[config.mk]
export PLATFORM = sky130hd
export DESIGN_NAME = softreg_ctrl
export DESIGN_NICKNAME = d
export VERILOG_FILES = /design/src/rtl/softreg_ctrl_pkg.sv /design/src/rtl/softreg_ctrl.sv
export SDC_FILE = /design/constraint.sdc
export NUM_CORES = 1
export LEC_CHECK = 0
export CELL_PAD_IN_SITES_DETAIL_PLACEMENT = 1
export CELL_PAD_IN_SITES_GLOBAL_PLACEMENT = 2
export CORE_MARGIN = 4
export CORE_UTILIZATION = 30
export CTS_CLUSTER_DIAMETER = 40
export DETAILED_ROUTE_END_ITERATION = 6
export PLACE_DENSITY_LB_ADDON = 0.1
export SYNTH_ARGS = -nofsm -noshare
export SYNTH_HDL_FRONTEND = slang
export SYNTH_SLANG_ARGS = --single-unit
[constraint.sdc]
create_clock -name clk -period 2.25 [get_ports clk]
set_clock_uncertainty 0.1 [all_clocks]
set_input_delay 0.675 -clock clk [delete_from_list [all_inputs] [get_ports clk]]
set_output_delay 0.675 -clock clk [all_outputs]
set_load 0.005 [all_outputs]
[src/rtl/softreg_ctrl_pkg.sv]
// Shared constants for the PageRank SoftReg controller: register map,
// run-state encoding and the address decoder used by the responder.
package softreg_ctrl_pkg;

  localparam logic [31:0] ADDR_N_VERT           = 32'h00;
  localparam logic [31:0] ADDR_N_INEDGES        = 32'h08;
  localparam logic [31:0] ADDR_VADDR            = 32'h10;
  localparam logic [31:0] ADDR_IEADDR           = 32'h18;
  localparam logic [31:0] ADDR_WRITE_ADDR0      = 32'h20;
  localparam logic [31:0] ADDR_WRITE_ADDR1      = 32'h28;
  localparam logic [31:0] ADDR_N_ROUNDS         = 32'h30;
  localparam logic [31:0] ADDR_DONE_READ_PARAMS = 32'h38;
  localparam logic [31:0] ADDR_DONE_ALL         = 32'h40;

  typedef enum logic [1:0] {ST_IDLE, ST_LAUNCH, ST_RUN, ST_DONE} state_e;

  typedef enum logic [3:0] {
    REG_N_VERT, REG_N_INEDGES, REG_VADDR, REG_IEADDR,
    REG_WRITE_ADDR0, REG_WRITE_ADDR1, REG_N_ROUNDS,
    REG_DONE_READ_PARAMS, REG_DONE_ALL, REG_NONE
  } reg_e;

  // Exact byte-address match; anything else (including unaligned) is unknown.
  function automatic reg_e decode_reg(input logic [31:0] addr);
    case (addr)
      ADDR_N_VERT:           return REG_N_VERT;
      ADDR_N_INEDGES:        return REG_N_INEDGES;
      ADDR_VADDR:            return REG_VADDR;
      ADDR_IEADDR:           return REG_IEADDR;
      ADDR_WRITE_ADDR0:      return REG_WRITE_ADDR0;
      ADDR_WRITE_ADDR1:      return REG_WRITE_ADDR1;
      ADDR_N_ROUNDS:         return REG_N_ROUNDS;
      ADDR_DONE_READ_PARAMS: return REG_DONE_READ_PARAMS;
      ADDR_DONE_ALL:         return REG_DONE_ALL;
      default:               return REG_NONE;
    endcase
  endfunction

endpackage

[src/rtl/softreg_ctrl.sv]
// SoftReg responder and round sequencer for the PageRank core: latches host
// parameters, runs N_ROUNDS ping-pong rounds and holds a DONE_ALL read until completion.
module softreg_ctrl
  import softreg_ctrl_pkg::*;
#(
  parameter int ADDR_W = 32,
  parameter int DATA_W = 64,
  parameter int RND_W  = 16
) (
  input  logic              clk,
  input  logic              rst,
  input  logic              softreg_req_valid,
  input  logic              softreg_req_isWrite,
  input  logic [ADDR_W-1:0] softreg_req_addr,
  input  logic [DATA_W-1:0] softreg_req_data,
  output logic              softreg_resp_valid,
  output logic [DATA_W-1:0] softreg_resp_data,
  output logic [DATA_W-1:0] n_vert,
  output logic [DATA_W-1:0] n_inedges,
  output logic [DATA_W-1:0] vaddr,
  output logic [DATA_W-1:0] ieaddr,
  output logic              round_start,
  output logic [DATA_W-1:0] rd_base,
  output logic [DATA_W-1:0] wr_base,
  output logic [RND_W-1:0]  round_idx,
  input  logic              round_done,
  input  logic [DATA_W-1:0] rank_sum,
  output logic              busy
);

  state_e            r_state, w_next;
  logic [DATA_W-1:0] r_n_vert, r_n_inedges, r_vaddr, r_ieaddr;
  logic [DATA_W-1:0] r_waddr0, r_waddr1, r_n_rounds, r_result;
  logic [RND_W-1:0]  r_round_idx;
  logic              r_pending, r_resp_valid;
  logic [DATA_W-1:0] r_resp_data;

  reg_e              w_reg;
  logic              w_wr, w_rd, w_params_open, w_launch_req, w_round_end, w_last_round;
  logic [RND_W-1:0]  w_round_idx_inc;
  logic [DATA_W-1:0] w_rd_data;

  assign w_reg           = decode_reg(32'(softreg_req_addr));
  assign w_wr            = softreg_req_valid &  softreg_req_isWrite;
  assign w_rd            = softreg_req_valid & ~softreg_req_isWrite;
  assign w_params_open   = (r_state == ST_IDLE) || (r_state == ST_DONE);
  assign w_launch_req    = w_wr && w_params_open && (w_reg == REG_DONE_READ_PARAMS);
  assign w_round_end     = (r_state == ST_RUN) && round_done;
  assign w_round_idx_inc = r_round_idx + RND_W'(1);
  assign w_last_round    = {{(DATA_W-RND_W){1'b0}}, w_round_idx_inc} == r_n_rounds;

  // NOTE: every variable written here gets a default first so no latch is inferred.
  always_comb begin
    w_next = r_state;
    case (r_state)
      ST_IDLE, ST_DONE: if (w_launch_req) w_next = (r_n_rounds == '0) ? ST_DONE : ST_LAUNCH;
      ST_LAUNCH:        w_next = ST_RUN;
      ST_RUN:           if (round_done) w_next = w_last_round ? ST_DONE : ST_LAUNCH;
      default:          w_next = ST_IDLE;
    endcase
  end

  always_comb begin
    w_rd_data = '0;
    case (w_reg)
      REG_N_VERT:           w_rd_data = r_n_vert;
      REG_N_INEDGES:        w_rd_data = r_n_inedges;
      REG_VADDR:            w_rd_data = r_vaddr;
      REG_IEADDR:           w_rd_data = r_ieaddr;
      REG_WRITE_ADDR0:      w_rd_data = r_waddr0;
      REG_WRITE_ADDR1:      w_rd_data = r_waddr1;
      REG_N_ROUNDS:         w_rd_data = r_n_rounds;
      REG_DONE_READ_PARAMS: w_rd_data = {{(DATA_W-1){1'b0}}, busy};
      REG_DONE_ALL:         w_rd_data = r_result;
      default:              w_rd_data = '0;
    endcase
  end

  // NOTE: state is updated with non-blocking assignments so all registers see pre-edge values.
  always_ff @(posedge clk or negedge rst) begin
    if (!rst) begin
      r_state     <= ST_IDLE;
      r_n_vert    <= '0;
      r_n_inedges <= '0;
      r_vaddr     <= '0;
      r_ieaddr    <= '0;
      r_waddr0    <= '0;
      r_waddr1    <= '0;
      r_n_rounds  <= '0;
      r_result    <= '0;
      r_round_idx <= '0;
    end else begin
      r_state <= w_next;
      if (w_wr && w_params_open) begin
        case (w_reg)
          REG_N_VERT:      r_n_vert    <= softreg_req_data;
          REG_N_INEDGES:   r_n_inedges <= softreg_req_data;
          REG_VADDR:       r_vaddr     <= softreg_req_data;
          REG_IEADDR:      r_ieaddr    <= softreg_req_data;
          REG_WRITE_ADDR0: r_waddr0    <= softreg_req_data;
          REG_WRITE_ADDR1: r_waddr1    <= softreg_req_data;
          REG_N_ROUNDS:    r_n_rounds  <= softreg_req_data;
          default:         ;
        endcase
      end
      if (w_launch_req) begin
        r_round_idx <= '0;
        r_result    <= '0;
      end else if (w_round_end) begin
        r_round_idx <= w_round_idx_inc;
        r_result    <= rank_sum;
      end
    end
  end

  // A pending DONE_ALL can only exist on the first DONE cycle; it pre-empts a normal read.
  always_ff @(posedge clk or negedge rst) begin
    if (!rst) begin
      r_pending    <= 1'b0;
      r_resp_valid <= 1'b0;
      r_resp_data  <= '0;
    end else begin
      r_resp_valid <= 1'b0;
      if (r_state == ST_DONE && r_pending) begin
        r_resp_valid <= 1'b1;
        r_resp_data  <= r_result;
        r_pending    <= 1'b0;
      end else if (w_rd) begin
        if (w_reg == REG_DONE_ALL && r_state != ST_DONE) begin
          r_pending <= 1'b1;
        end else begin
          r_resp_valid <= 1'b1;
          r_resp_data  <= w_rd_data;
        end
      end
      if (w_launch_req) r_pending <= 1'b0;
    end
  end

  assign softreg_resp_valid = r_resp_valid;
  assign softreg_resp_data  = r_resp_data;
  assign n_vert             = r_n_vert;
  assign n_inedges          = r_n_inedges;
  assign vaddr              = r_vaddr;
  assign ieaddr             = r_ieaddr;
  assign round_idx          = r_round_idx;
  assign round_start        = (r_state == ST_LAUNCH);
  assign busy               = (r_state == ST_LAUNCH) || (r_state == ST_RUN);
  assign wr_base            = r_round_idx[0] ? r_waddr1 : r_waddr0;
  assign rd_base            = r_round_idx[0] ? r_waddr0 : r_waddr1;

endmodule

======== Word level (Yosys, flattened, before mapping) ========
Cells that the tools add are included.
word-level totals
  register bits after elaboration ......... 596
cells by class
  bitwise operators ....................... 3
  equal/unequal tests ..................... 24
  reductions and logical operators ........ 26
  add/sub/neg operators ................... 1
  muxes and demuxes ....................... 23
operator list
  kind                                                                     number
  64-bit case mux with 9 select lines                                      1
  64-bit 2-to-1 mux                                                        7
  32-bit by 6-bit equality test with 1-bit output (second input constant)  4
  16-bit by 64-bit equality test with 1-bit output                         1
  32-bit by 5-bit equality test with 1-bit output (second input constant)  2
  64-bit zero test                                                         1
  4-bit case mux with 9 select lines                                       1
  32-bit by 4-bit equality test with 1-bit output (second input constant)  1
  32-bit by 7-bit equality test with 1-bit output (second input constant)  1
  32-bit zero test                                                         1
  16-bit 2-to-1 mux                                                        2
  2-bit AND reduction                                                      10
  16-bit by 1-bit adder with 16-bit output (second input constant)         1
  4-bit by 3-bit equality test with 1-bit output (second input constant)   4
  4-bit by 2-bit equality test with 1-bit output (second input constant)   2
  2-bit 2-to-1 mux                                                         4
  2-bit inequality test (second input constant)                            4
  1-bit 2-to-1 mux                                                         7
  2-bit case mux with 3 select lines                                       1
  3-bit nonzero test                                                       2
  1-bit logical AND                                                        5
  2-bit equality test (second input constant)                              2
  4-bit by 1-bit equality test with 1-bit output (second input constant)   1
  4-bit equality test (second input constant)                              1
  8 further kinds                                                          11

======== Logic depth before layout (Yosys ltp) ========
  word-level depth ........................ 8
  mapped depth ............................ 10
  depth with buffers taken out ............ 8

======== Least setup slack after synthesis ========
Ideal clock, no wire load.
  path kind ............................... input port to flip-flop
  start point ............................. input softreg_req_addr[9]
  end point ............................... register r_ieaddr[10], in the netlist ieaddr[10]
  library setup time ...................... 125 ps
  stages on the path ...................... 9
  data arrival time ....................... 2,653 ps
  required time ........................... 2,025 ps
  setup slack ............................. -628 ps
  cells stage by stage .................... nor4_2 nand4b_1 nor4_1 and3_1 buf_2 and2_1 buf_2 buf_4 mux2_2
on the way
  word-level cells in the longest chain between the ends .. 4
  elaborated cells between the ends (all ways) .. 12
  classes of those cells .................. eq/ne (9); mux (1); reduce/logical (2)
RTL lines
  what                                                                           line                    text
  start, declared                                                                softreg_ctrl.sv:14      input logic [ADDR_W-1:0] softreg_req_addr,
  32-bit by 7-bit equality test with 1-bit output, or another cell as far along  softreg_ctrl_pkg.sv:25  case (addr)
  4-bit case mux with 9 select lines *                                           softreg_ctrl_pkg.sv:25
  4-bit by 2-bit equality test with 1-bit output *                               softreg_ctrl.sv:95      case (w_reg)
  2-bit AND reduction (no source line) *                                         --
  end signal, assigned                                                           softreg_ctrl.sv:99      REG_IEADDR: r_ieaddr <= softreg_req_data;
  end, declared                                                                  softreg_ctrl.sv:32      logic [DATA_W-1:0] r_n_vert, r_n_inedges, r_vaddr, r_ieaddr;
Mark *: on every way between the ends. The rest lies on a longest branch, timed or not.
A chain may end at the register's enable or synchronous reset.

======== Worst setup path after layout ========
  start point ............................. register r_round_idx[0], in the netlist round_idx[0]
  end point ............................... output rd_base[3]
on the way
  word-level cells in the longest chain between the ends .. 1
RTL lines
  what                    line                 text
  start, declared         softreg_ctrl.sv:34   logic [RND_W-1:0] r_round_idx;
  start signal, assigned  softreg_ctrl.sv:110  r_round_idx <= w_round_idx_inc;
  64-bit 2-to-1 mux       softreg_ctrl.sv:150  assign rd_base = r_round_idx[0] ? r_waddr0 : r_waddr1;
  end, declared           softreg_ctrl.sv:23   output logic [DATA_W-1:0] rd_base,
Every way passes these cells.

==> impl_metrics.tcl <==
set metrics [dict create \
    outcome "complete, but fails checks" \
    violations "setup timing" \
    fin_ws_ns -0.807 \
    cts-root-buf "clkbuf_16" \
    ios 632 \
    drc 0 \
    period_needed_ns 3.06 \
    cpPeakStageDelay_ns 0.51 \
    globalRouteTotalUtil 0.285 \
    p_per_area_nw_per_um2 752 \
    synth.avg_cell_area_um2 11.9 \
    power_leakage_nw 29.0 \
    report.final.slew_viol_count 0 \
    clock_sinks 596 \
    worstReg2RegEnd "r_state[1]" \
    cpMaxStageDelayCell "dfrtp_4" \
    drive_gt1_frac 0.495 \
    syn_area_um2 28400 \
    combPwrFrac 0.198 \
    clk_latency_ns 0.74 \
    clkTransAtPathRegs_ns 0.05 \
    cts_max_level 4 \
    grt_pass1_vias 27700 \
    drt_wl_total_um 162000 \
    dp_hpwl_um 94500 \
    total_power_mw 38.8 \
    reg2reg_from "round_idx[0]" \
    synth_edf_count 0 \
    avgViaCountPerCell 5.43 \
    antenna_found_initial 10 \
    end_kind "output pin" \
    syn_inst 2397 \
    cts_inserted_buffers 130 \
    r2r_setup_slack_ns -0.44 \
    netSwitchingFraction 0.277 \
    drt.antenna.violating_nets 0 \
    async_reset_ff_frac 1.00 \
    crit_top_cell "buf_12" \
    crit_fanout 5 \
    synth.most_common_cell "dfrtp_1" \
    synth_common_cells "dfrtp_1, mux2_2, a21oi_1" \
    whs_ns 0.329 \
    hold_viol 0 \
    grt_first_pass_wirelength_um 207000 \
    avgRoutedWirePerCell_um 33.0 \
    dieArea_um2 99700 \
    path_class "reg -> out" \
    first_pass_iters 5 \
    syn_to_final_growth_pct 81.7 \
    synth_ff_type "dfrtp_1" \
    ys_ff_latch 596 \
    initial_utilization 0.304 \
    die_x_um 316 \
    synth_top_cell_by_area "dfrtp_1" \
    grt-ovfl-total 0 \
    setup_viol 716 \
    start_kind "flop" \
    seqPwrFrac 0.308 \
    syn-num-nets 2567 \
    rsz0062_at_grt "true" \
    ff2ff_path_depth 10 \
    cts_tree "yes" \
    vdd_drop_max_v 0.000675 \
    portBuffers 631 \
    synth_top_area_frac 0.525 \
    maxCapViolCount 0 \
    fin_crit_sh 1.36 \
    fin_nets 3725 \
    die_h_um 316 \
    power_frac_clock 0.494 \
    worst_slew_pin_slew_ns 0.582 \
    p_int_mw 28.1 \
    worst_ep_arrival_time_ns 2.28 \
    rows 112 \
    fmax_ghz 0.327 \
    core_um2 93600 \
    yosys_warnings 0 \
    path_cells "buf_12, buf_12, buf_12, clkbuf_16, mux2_4, buf_6" \
    grt_start_max_net_pins 95 \
    drt_iter0_drc 1774 \
    ys_seq_area_frac 0.525 \
    vias 26700 \
    cts_buffer_depth 3 \
    critPathRequiredTime_ns 1.47 \
    globalplace.congestion 0.841 \
    synthDistinctLibCells 50 \
    p_sw_mw 10.7 \
    hold_class "in -> async" \
    slew_headroom 0.612 \
    synth.area.top_cells "dfrtp_1, mux2_2, mux2i_1" \
]
==> worst max path at each step <==
| stage | cells past startpoint | startpoint | slack (ns) | to |
|---|---|---|---|---|
| after floorplan | 8 | softreg_req_addr[29] | -0.53 | r_waddr0[3] |
| after global placement | 8 | softreg_req_addr[9] | -1.31 | ieaddr[36] |
| after detailed placement | 10 | softreg_req_addr[9] | -1.37 | softreg_resp_data[20] |
| after CTS | 6 | round_idx[0] | -0.84 | rd_base[2] |
| after global routing | 6 | round_idx[0] | -0.83 | rd_base[3] |
| final | 6 | round_idx[0] | -0.81 | rd_base[3] |
==> routing by layer <==
metal	track usage	share of wire	vias up
met5	0	0.00030	-
met4	0.0844	0.033	8
met3	0.0675	0.068	280
li1	-	-	11100
met2	0.492	0.49	1021
met1	0.354	0.41	14300
==> metrics by stage <==
stage | setup WS, ns | instance area (µm²) | util | instances | setup TNS (ns)
after global routing | -0.833 | 51600 | 0.552 | 4909 | -230.37
after floorplan | -0.533 | 28600 | - | 2397 | -272.72
after CTS | -0.844 | 46400 | 0.496 | 4714 | -216.53
after global placement | -1.31 | 38300 | 0.410 | 4341 | -705.07
final | -0.807 | 51600 | 0.552 | 4913 | -190.88
after detailed placement | -1.37 | 38300 | 0.410 | 4341 | -741.70
==> power by group through the flow <==
stage                     Clock, mW  Sequential (mW)  Combinational [mW]
after floorplan                   0             11.9                2.13
after global placement            0             12.0                4.47
after detailed placement          0             12.1                4.58
after CTS                      19.4             11.9                6.81
after global routing           20.0             12.0                8.04
final                          19.2             12.0                7.68
==> kinds of logic (layout without fill, tap and decap cells) <==
group                      count (synthesis)  after routing  share of synthesized area
muxes                                    696            696                      0.272
adders and majority gates                  5              5                    0.00220
DFF                                      596            596                      0.525
xor gates and xnor gates                  33             33                     0.0102
AOI/OAI and AO/OA                        429            429                     0.0920
other                                      0              5                          0
and+or+nand+nor                          449            450                     0.0703
buffers and inverters                    189           1445                     0.0288
==> placed cells by master (no fill, tap or decap), types with 120 or more instances in the layout <==
| cell | instances |
|---|---|
| buf_4 | 292 |
| mux2_2 | 173 |
| clkbuf_16 | 169 |
| a21oi_1 | 127 |
| clkdlybuf4s50_1 | 132 |
| buf_12 | 120 |
| buf_6 | 165 |
| dfrtp_1 | 571 |
| mux2_4 | 402 |
| dlymetal6s2s_1 | 329 |
| nand2_1 | 129 |
==> state kept, by name, indices dropped and copies added, names as in the netlist <==
register and count:
ieaddr 64, n_inedges 64, n_vert 64, r_n_rounds 64, r_pending 1, r_result 64, r_state 2, r_waddr0 64
r_waddr1 64, round_idx 16, softreg_resp_data 64, softreg_resp_valid 1, vaddr 64
==> cell type report <==
class	count	area (µm²)
clock buffers	177	3710
fillers	9212	42000
well taps	1254	1570
repair buffers	1208	14800
multi-input cells	1613	15900
clock inverters	54	648
repair inverters	1	20.0
inverters	5	50.0
flip-flops and latches	596	14900
diodes	5	12.5
==> what timing repair did <==
item / in CTS / in global routing
gates cloned: 47 / 53
hold buffers: 1 / 0
gates resized for setup: 1028 / 1041
pin swaps: 93 / 73
buffers inserted: 97 / 174
hold endpoints to repair: 18 / 0
endpoints found under the setup margin: 1063 / 1026
==> critical path: cells and delay by family (launching register included) <==
kind | cells | cell delay [ns]
buffers and inverters | 5 | 0.71
DFF | 1 | 0.51
muxes | 1 | 0.33
(Power assumes the default switching activity.)
